File: config.mk
export PLATFORM = sky130hd
export DESIGN_NAME = pwm_deadtime_gen
export DESIGN_NICKNAME = d
export VERILOG_FILES = /design/src/rtl/pwm_pkg.sv /design/src/rtl/pwm_deadtime_fsm.sv /design/src/rtl/pwm_deadtime_gen.sv
export SDC_FILE = /design/constraint.sdc
export NUM_CORES = 1
export LEC_CHECK = 0
export BUFFER_PORTS_ARGS = -buffer_cell sky130_fd_sc_hd__buf_2
export CAP_MARGIN = 10
export CORE_ASPECT_RATIO = 1.2
export CORE_UTILIZATION = 40
export DETAILED_ROUTE_END_ITERATION = 16
export SYNTH_ARGS = -nofsm -noshare
export SYNTH_HDL_FRONTEND = slang
export SYNTH_SLANG_ARGS = --single-unit
File: constraint.sdc
create_clock -name clk -period 2.35 [get_ports clk]
set_input_delay 0.47 -clock clk [delete_from_list [all_inputs] [get_ports clk]]
set_output_delay 0.47 -clock clk [all_outputs]
set_load 0.03 [all_outputs]
File: src/rtl/pwm_pkg.sv
// Shared types for the dead-time PWM block: output-stage states and the
// width of the dead-time down-counter.
package pwm_pkg;

    localparam int DT_W = 8;

    typedef enum logic [2:0] {
        SAFE,
        LO,
        DT_LH,
        HI,
        DT_HL
    } pwm_state_t;

endpackage

File: src/rtl/pwm_deadtime_fsm.sv
// Output stage: turns the raw compare result into complementary high/low
// drives separated by a programmable dead-time. Outputs depend on state only,
// so both drives are low straight out of reset and on every disable.
module pwm_deadtime_fsm
    import pwm_pkg::*;
#(
    parameter int DEADTIME = 4
) (
    input  logic clk,
    input  logic rst,
    input  logic enable,
    input  logic raw_q,
    output logic pwm_hi,
    output logic pwm_lo
);

    localparam logic [DT_W-1:0] DT_LOAD = DT_W'(DEADTIME);
    localparam logic [DT_W-1:0] DT_ONE  = DT_W'(1);

    pwm_state_t            state;
    pwm_state_t            state_nxt;
    logic      [DT_W-1:0]  dt_cnt;
    logic      [DT_W-1:0]  dt_nxt;

    // State and dead-time counter registers; reset lands in the safe state.
    always_ff @(posedge clk or posedge rst) begin
        if (rst) begin
            state  <= SAFE;
            dt_cnt <= '0;
        end else begin
            state  <= state_nxt;
            dt_cnt <= dt_nxt;
        end
    end

    // Next-state logic; a low enable overrides every other transition.
    always_comb begin
        state_nxt = state;
        dt_nxt    = dt_cnt;
        case (state)
            SAFE: begin
                if (enable) begin
                    state_nxt = DT_HL;
                    dt_nxt    = DT_LOAD;
                end
            end
            LO: begin
                if (raw_q) begin
                    state_nxt = DT_LH;
                    dt_nxt    = DT_LOAD;
                end
            end
            DT_LH: begin
                // A pulse that ends inside the dead-time never reaches HI.
                if (!raw_q) begin
                    state_nxt = LO;
                end else if (dt_cnt == DT_ONE) begin
                    state_nxt = HI;
                end else begin
                    dt_nxt = dt_cnt - DT_ONE;
                end
            end
            HI: begin
                if (!raw_q) begin
                    state_nxt = DT_HL;
                    dt_nxt    = DT_LOAD;
                end
            end
            DT_HL: begin
                if (raw_q) begin
                    state_nxt = DT_LH;
                    dt_nxt    = DT_LOAD;
                end else if (dt_cnt == DT_ONE) begin
                    state_nxt = LO;
                end else begin
                    dt_nxt = dt_cnt - DT_ONE;
                end
            end
            default: begin
                state_nxt = SAFE;
                dt_nxt    = '0;
            end
        endcase
        if (!enable) begin
            state_nxt = SAFE;
            dt_nxt    = '0;
        end
    end

    assign pwm_hi = (state == HI);
    assign pwm_lo = (state == LO);

endmodule

File: src/rtl/pwm_deadtime_gen.sv
// Complementary PWM generator driven by an external free-running counter.
// Duty updates are double-buffered: a handshake fills the shadow register and
// the value moves to the active register only at the counter wrap.
module pwm_deadtime_gen
    import pwm_pkg::*;
#(
    parameter int W        = 8,
    parameter int DEADTIME = 4
) (
    input  logic         clk,
    input  logic         rst,
    input  logic [W-1:0] cnt,
    input  logic         enable,
    input  logic         duty_valid,
    input  logic [W-1:0] duty_data,
    output logic         duty_ready,
    output logic         pending,
    output logic         pwm_hi,
    output logic         pwm_lo,
    output logic         period_strobe
);

    logic [W-1:0] cnt_q;
    logic [W-1:0] shadow;
    logic [W-1:0] duty_active;
    logic [W-1:0] eff_duty;
    logic         period_start;
    logic         accept;
    logic         raw_q;

    // Previous counter value; all-ones at reset so the first zero is a start.
    always_ff @(posedge clk or posedge rst) begin
        if (rst) cnt_q <= '1;
        else     cnt_q <= cnt;
    end

    // Edge-detect the wrap so a counter parked at zero yields one start only.
    assign period_start = (cnt == '0) && (cnt_q != '0);

    assign duty_ready = !pending;
    assign accept     = duty_valid && duty_ready;

    // Shadow fill on handshake, shadow-to-active transfer at period start.
    // Accept and apply are exclusive because ready is low while pending.
    always_ff @(posedge clk or posedge rst) begin
        if (rst) begin
            shadow      <= '0;
            duty_active <= '0;
            pending     <= 1'b0;
        end else if (accept) begin
            shadow  <= duty_data;
            pending <= 1'b1;
        end else if (period_start && pending) begin
            duty_active <= shadow;
            pending     <= 1'b0;
        end
    end

    // The new duty already governs the wrap cycle itself.
    assign eff_duty = (period_start && pending) ? shadow : duty_active;

    // Registered compare and period strobe.
    always_ff @(posedge clk or posedge rst) begin
        if (rst) begin
            raw_q         <= 1'b0;
            period_strobe <= 1'b0;
        end else begin
            raw_q         <= enable && (cnt < eff_duty);
            period_strobe <= period_start;
        end
    end

    pwm_deadtime_fsm #(
        .DEADTIME (DEADTIME)
    ) u_fsm (
        .clk    (clk),
        .rst    (rst),
        .enable (enable),
        .raw_q  (raw_q),
        .pwm_hi (pwm_hi),
        .pwm_lo (pwm_lo)
    );

endmodule
[Yosys cells after proc, flatten, opt, wreduce, memory -nomap -nowiden]
Index checks and enable logic that the tools add are counted.
W data, S select, Z words.
Word-level totals
  word-level logic and storage cells: 49
  output and inout port bits: 5
  input bits: 20
  flip-flop bits (word level): 38
Cells by class
  reductions and logical operators: 11
  add/sub/neg operators: 1
  multiplexer cells: 18
  equality and inequality tests: 10
  magnitude comparators: 1
Operator list (count)
  $mux W8: 7
  $pmux W8 S5: 1
  $mux W3: 7
  $pmux W3 S5: 1
  $eq A8 B1 Y1 const B: 1
  $logic_not A8 Y1: 1
  $lt A8 B8 Y1: 1
  $ne A4 B3 Y1 const B: 2
  $reduce_bool A8 Y1: 1
  $sub A8 B1 Y8 const B: 1
  $eq A3 B2 Y1 const B: 2
  $ne A3 B3 Y1 const B: 2
  $logic_and A1 B1 Y1: 4
  $reduce_and A4 Y1: 1
  $eq A3 B1 Y1 const B: 1
  $eq A3 B3 Y1 const B: 1
  $logic_not A3 Y1: 1
  $ne A3 B2 Y1 const B: 1
  $reduce_and A3 Y1: 1
  $mux W1: 2
  $reduce_bool A2 Y1: 1
  $logic_not A1 Y1: 1

[Depth between registers and ports, before layout]
  word-level depth: 6
  depth in mapped cells: 10
  mapped depth without buffers: 9

[Hierarchy]
From an unflattened synthesis, not the netlist that was laid out.
Second synthesis, totals
  cell total of the unflattened synthesis: 177
  area total of the unflattened synthesis: 1965.6 µm²
Modules (own cells, without submodules)
  pwm_deadtime_gen: cells each 86, area each 1209.9 µm², sequential area each 685.7 µm², instances 1
  pwm_deadtime_fsm: cells each 91, area each 755.7 µm², sequential area each 275.3 µm², instances 1

[Least setup slack after synthesis]
No wires, ideal clock.
  kind: in2reg
  start: input cnt[1]
  end: register raw_q
  stages on the path: 10
  setup time: 78 ps
  arrival: 2546 ps
  data required time: 2272 ps
  buffers on the path: 1
  path slack: -274 ps
  cell sequence: or4_4 -> a211oi_4 -> nand2_4 -> buf_6 -> mux2i_1 -> ha_1 -> o21a_1 -> o21ai_0 -> o221ai_1 -> a21oi_1
On the way
  cells in the longest elaborated chain, start to end: 6
Ends and longest elaborated chain
  from (decl): line pwm_deadtime_gen.sv:12  | input logic [W-1:0] cnt,
  $logic_not A8 Y1: line pwm_deadtime_gen.sv:38  | assign period_start = (cnt == '0) && (cnt_q != '0);
  $logic_and A1 B1 Y1: line pwm_deadtime_gen.sv:38
  via period_start: line pwm_deadtime_gen.sv:27  | logic period_start;
  $logic_and A1 B1 Y1: line pwm_deadtime_gen.sv:60  | assign eff_duty = (period_start && pending) ? shadow : duty_active;
  $mux W8
  $lt A8 B8 Y1: line pwm_deadtime_gen.sv:68  | raw_q <= enable && (cnt < eff_duty);
  $logic_and A1 B1 Y1: line pwm_deadtime_gen.sv:68
  to (signal assigned): line pwm_deadtime_gen.sv:68
  to (decl): line pwm_deadtime_gen.sv:29  | logic raw_q;
The timed path passes the listed nets, and every way through them passes these cells.
A chain may end at the register's enable or synchronous reset.

[Final worst setup path]
Ends and elaborated chain as after synthesis.

==> results.md <==
- Outcome: complete, no violations
- Clock slew at reported path FFs: 80 ps
- Critical path class: input pin to flop
- CTS tree: built
- Fill count: 450
- Place WS: -283 ps
- Worst reg2reg endpoint: raw_q$_DFF_PP0_
- Total routed wirelength: 4.05 mm
- Commonest non-fill, non-tap cell in the layout: dfrtp_1
- Relative slew slack: 0.548
- Antenna cell count: 0
- Die H: 79.9 um
- EDFF count, synth: 0
- Worst setup EP type: flop
- Share of synthesized registers carrying an async set or reset: 1.00
- Min cycle time layout: 2340 ps
- CP required: between 2000 and 3000 ps
- Seq/Total Area, Yosys: 0.475
- H-tree levels: 2
- P_leak: 1.14 nW
- Vias in the first global route: 1419
- Hold Buf Count CTS: 0
- Crit path DAT: roughly 2600 ps
- Post-route design area: about 2500 um^2
- 1st-iter DRT viols: 96
- Synth Register Bits: 38
- Setup violators final: 0
- Initial core utilization: 0.413
- Worst Setup SP: cnt[1]
- Peak VDD IR: 0.000368 V
- Reg2Reg Depth: 9
- DR WL/cell: between 10 and 15 um
- Avg Inst Size Synth: 11.3 um^2
- Ys flop type: dfrtp_1
- Aggregate global-route resource usage: 0.170
- Max Freq: 427 MHz
- Placed cell areas: 2300 um^2
- Post-route DRC: 0
- Worst-Margin Slew: 678 ps
- Most frequent cells in the layout: dfrtp_1, buf_2, buf_4
- Crit path max fanout: 5
- Max cap viols: 0
- Final Wtd Congestion: 0.786
- Setup WS post-layout: 7.62 ps
- Vias: 1528
- YS warnings: 0
- TritonCTS Sinks: 38
- Critical Path Sink: raw_q$_DFF_PP0_
- Dpl cells: 271
- Syn_nets: 208
- Nets: around 250
- DRT Pass-1 Iters: 4
- Synth unique cells: 52
- R2r startpoint: cnt_q[4]$_DFF_PP1_
- Hold Crit Class: input pin to async pin
- Core ar.: 4900 um^2
- Via/cell ratio: 5.40
- First-pass GRT wire length: 6.64 mm
- PD cells: 625 nW/um^2
- Gr ovfl total: 0
- Final Max Slew Viols: 0
- Setup Skew: 8.98 ps
- CTS Buf Count: 5
- Layout cells sized above 1: 0.327
- Final cell count without fillers: 283
- Syn Inst Count: 179
- IO Count: 25
- CTS root buf: clkbuf_8
- Area growth syn-to-layout: 21.6%
- Clk_lat worst skew: 290 ps
- Port Buffers: 24
- Die X: between 60 and 70 um
- Clk buf depth: 2
- Final period utilization: 0.997
- Final count of hold timing violations: 0
- Post-Syn Area: 2020 um^2
- Largest net degree at the start of global routing: 39
- Dpl hpwl: 2.88 mm
- Die ar.: 5350 um^2
- CP Launch Type: input pin
- Routed Antenna Nets: 0
- Antenna violations before repair: 0
- RSZ-0062 raised after global routing: yes
- R2R Setup Slk: 100 ps
- Num rows: 28
-- through the flow --
| stage | TNS (ps) | hold WS (ps) | utilization | power (mW) |
|---|---|---|---|---|
| 2_1_floorplan | -217 | 464 | - | 0.973 |
| 3_3_place_gp | -262 | 474 | 0.469 | 1.06 |
| 3_5_place_dp | -283 | 483 | 0.469 | 1.07 |
| 4_1_cts | 0 | 290 | 0.490 | 1.54 |
| 5_1_grt | -103 | 328 | 0.502 | 1.64 |
| 6_report | 0 | 281 | 0.502 | 1.54 |
-- cell usage after synthesis (all sizes together), types with 2 or more instances --
| cell | instances | area share |
|---|---|---|
| dfstp | 8 | 0.10 |
| or3 | 2 | 0.0062 |
| or4 | 2 | 0.0093 |
| or3b | 3 | 0.013 |
| a22oi | 2 | 0.0074 |
| inv | 8 | 0.015 |
| nor2b | 4 | 0.012 |
| xnor2 | 2 | 0.0087 |
| nor3 | 2 | 0.0049 |
| nor4 | 4 | 0.012 |
| and3 | 2 | 0.0062 |
| ha | 9 | 0.056 |
| a211oi | 3 | 0.017 |
| o21ai | 10 | 0.025 |
| nand4 | 3 | 0.0093 |
| clkbuf | 4 | 0.0074 |
| a31oi | 2 | 0.0062 |
| dfrtp | 30 | 0.37 |
| o211ai | 2 | 0.0074 |
| nor2 | 4 | 0.0074 |
| o21a | 2 | 0.0074 |
| mux2 | 17 | 0.098 |
| and2 | 2 | 0.0062 |
| nand2b | 3 | 0.0093 |
| buf | 3 | 0.011 |
| mux2i | 8 | 0.040 |
| a21oi | 9 | 0.022 |
| nand2 | 11 | 0.024 |
-- how the worst min path moves through the flow --
stage,to,slack (ps),depth (start not counted)
floorplan,duty_active[2]$_DFFE_PP0N_,460,1
global placement,duty_active[3]$_DFFE_PP0N_,470,1
detailed placement,duty_active[4]$_DFFE_PP0N_,480,1
CTS,u_fsm.dt_cnt[7]$_DFFE_PP0P_,290,3
global route,u_fsm.dt_cnt[7]$_DFFE_PP0P_,330,3
finish,duty_active[1]$_DFFE_PP0N_,280,3
-- metal layers --
layer,track usage,vias up,part of all wire
met4,0.0702,0,0.017
met1,0.210,753,0.45
li1,-,748,-
met2,0.274,21,0.51
met3,0.0471,6,0.024
met5,0,-,0
-- power breakdown --
part	internal [mW]	total [mW]	leakage [nW]	switching [mW]
Combinational	0.143	0.289	0.620	0.145
Sequential	0.720	0.782	0.476	0.0621
Clock	0.236	0.467	0.0472	0.232
Total	1.10	1.54	1.14	0.439
-- worst max-delay path: stages --
cell and delay, ps:
buf_6 90, or4_4 540, a211oi_4 330, nand2_4 140
mux2i_2 180, ha_1 330, o21a_1 130, o21ai_2 150
o221ai_2 110, a21oi_2 110
-- repair_timing --
item / 4_1_cts / 5_1_grt
endpoints found under the setup margin: 1 / 1
hold endpoints to repair: 0 / 0
pin swaps: 0 / 8
gates resized for setup: 1 / 7
buffers inserted: 0 / 3
cloned: 0 / 1
-- cell families after synthesis --
group / count (synthesis) / share of synthesized area
XOR/XNOR: 3 / 0.0130
adder cells (fa/ha/maj): 9 / 0.0556
buffers and inverters: 15 / 0.0328
multiplexers: 25 / 0.138
AND/OR/NAND/NOR: 49 / 0.151
flip-flops: 38 / 0.475
AO/OA/AOI/OAI: 40 / 0.135
-- state kept, by name (all words and copies together), names as in the netlist --
name           flops
pending            1
period_strobe      1
shadow             8
cnt_q              8
u_fsm.dt_cnt       8
duty_active        8
u_fsm.state        3
raw_q              1
-- cell type report --
class / count / area (um^2) / share of cell area
Tap cell: 60 / 75.1 / 0.0305
Clock inverter: 2 / 12.5 / 0.00508
Timing Repair Buffer: 42 / 262 / 0.106
Inverter: 8 / 30.0 / 0.0122
Sequential cell: 38 / 961 / 0.390
Clock buffer: 6 / 82.6 / 0.0335
Multi-Input combinational cell: 127 / 1040 / 0.422
Note: power is estimated with default switching activity, not from simulation.
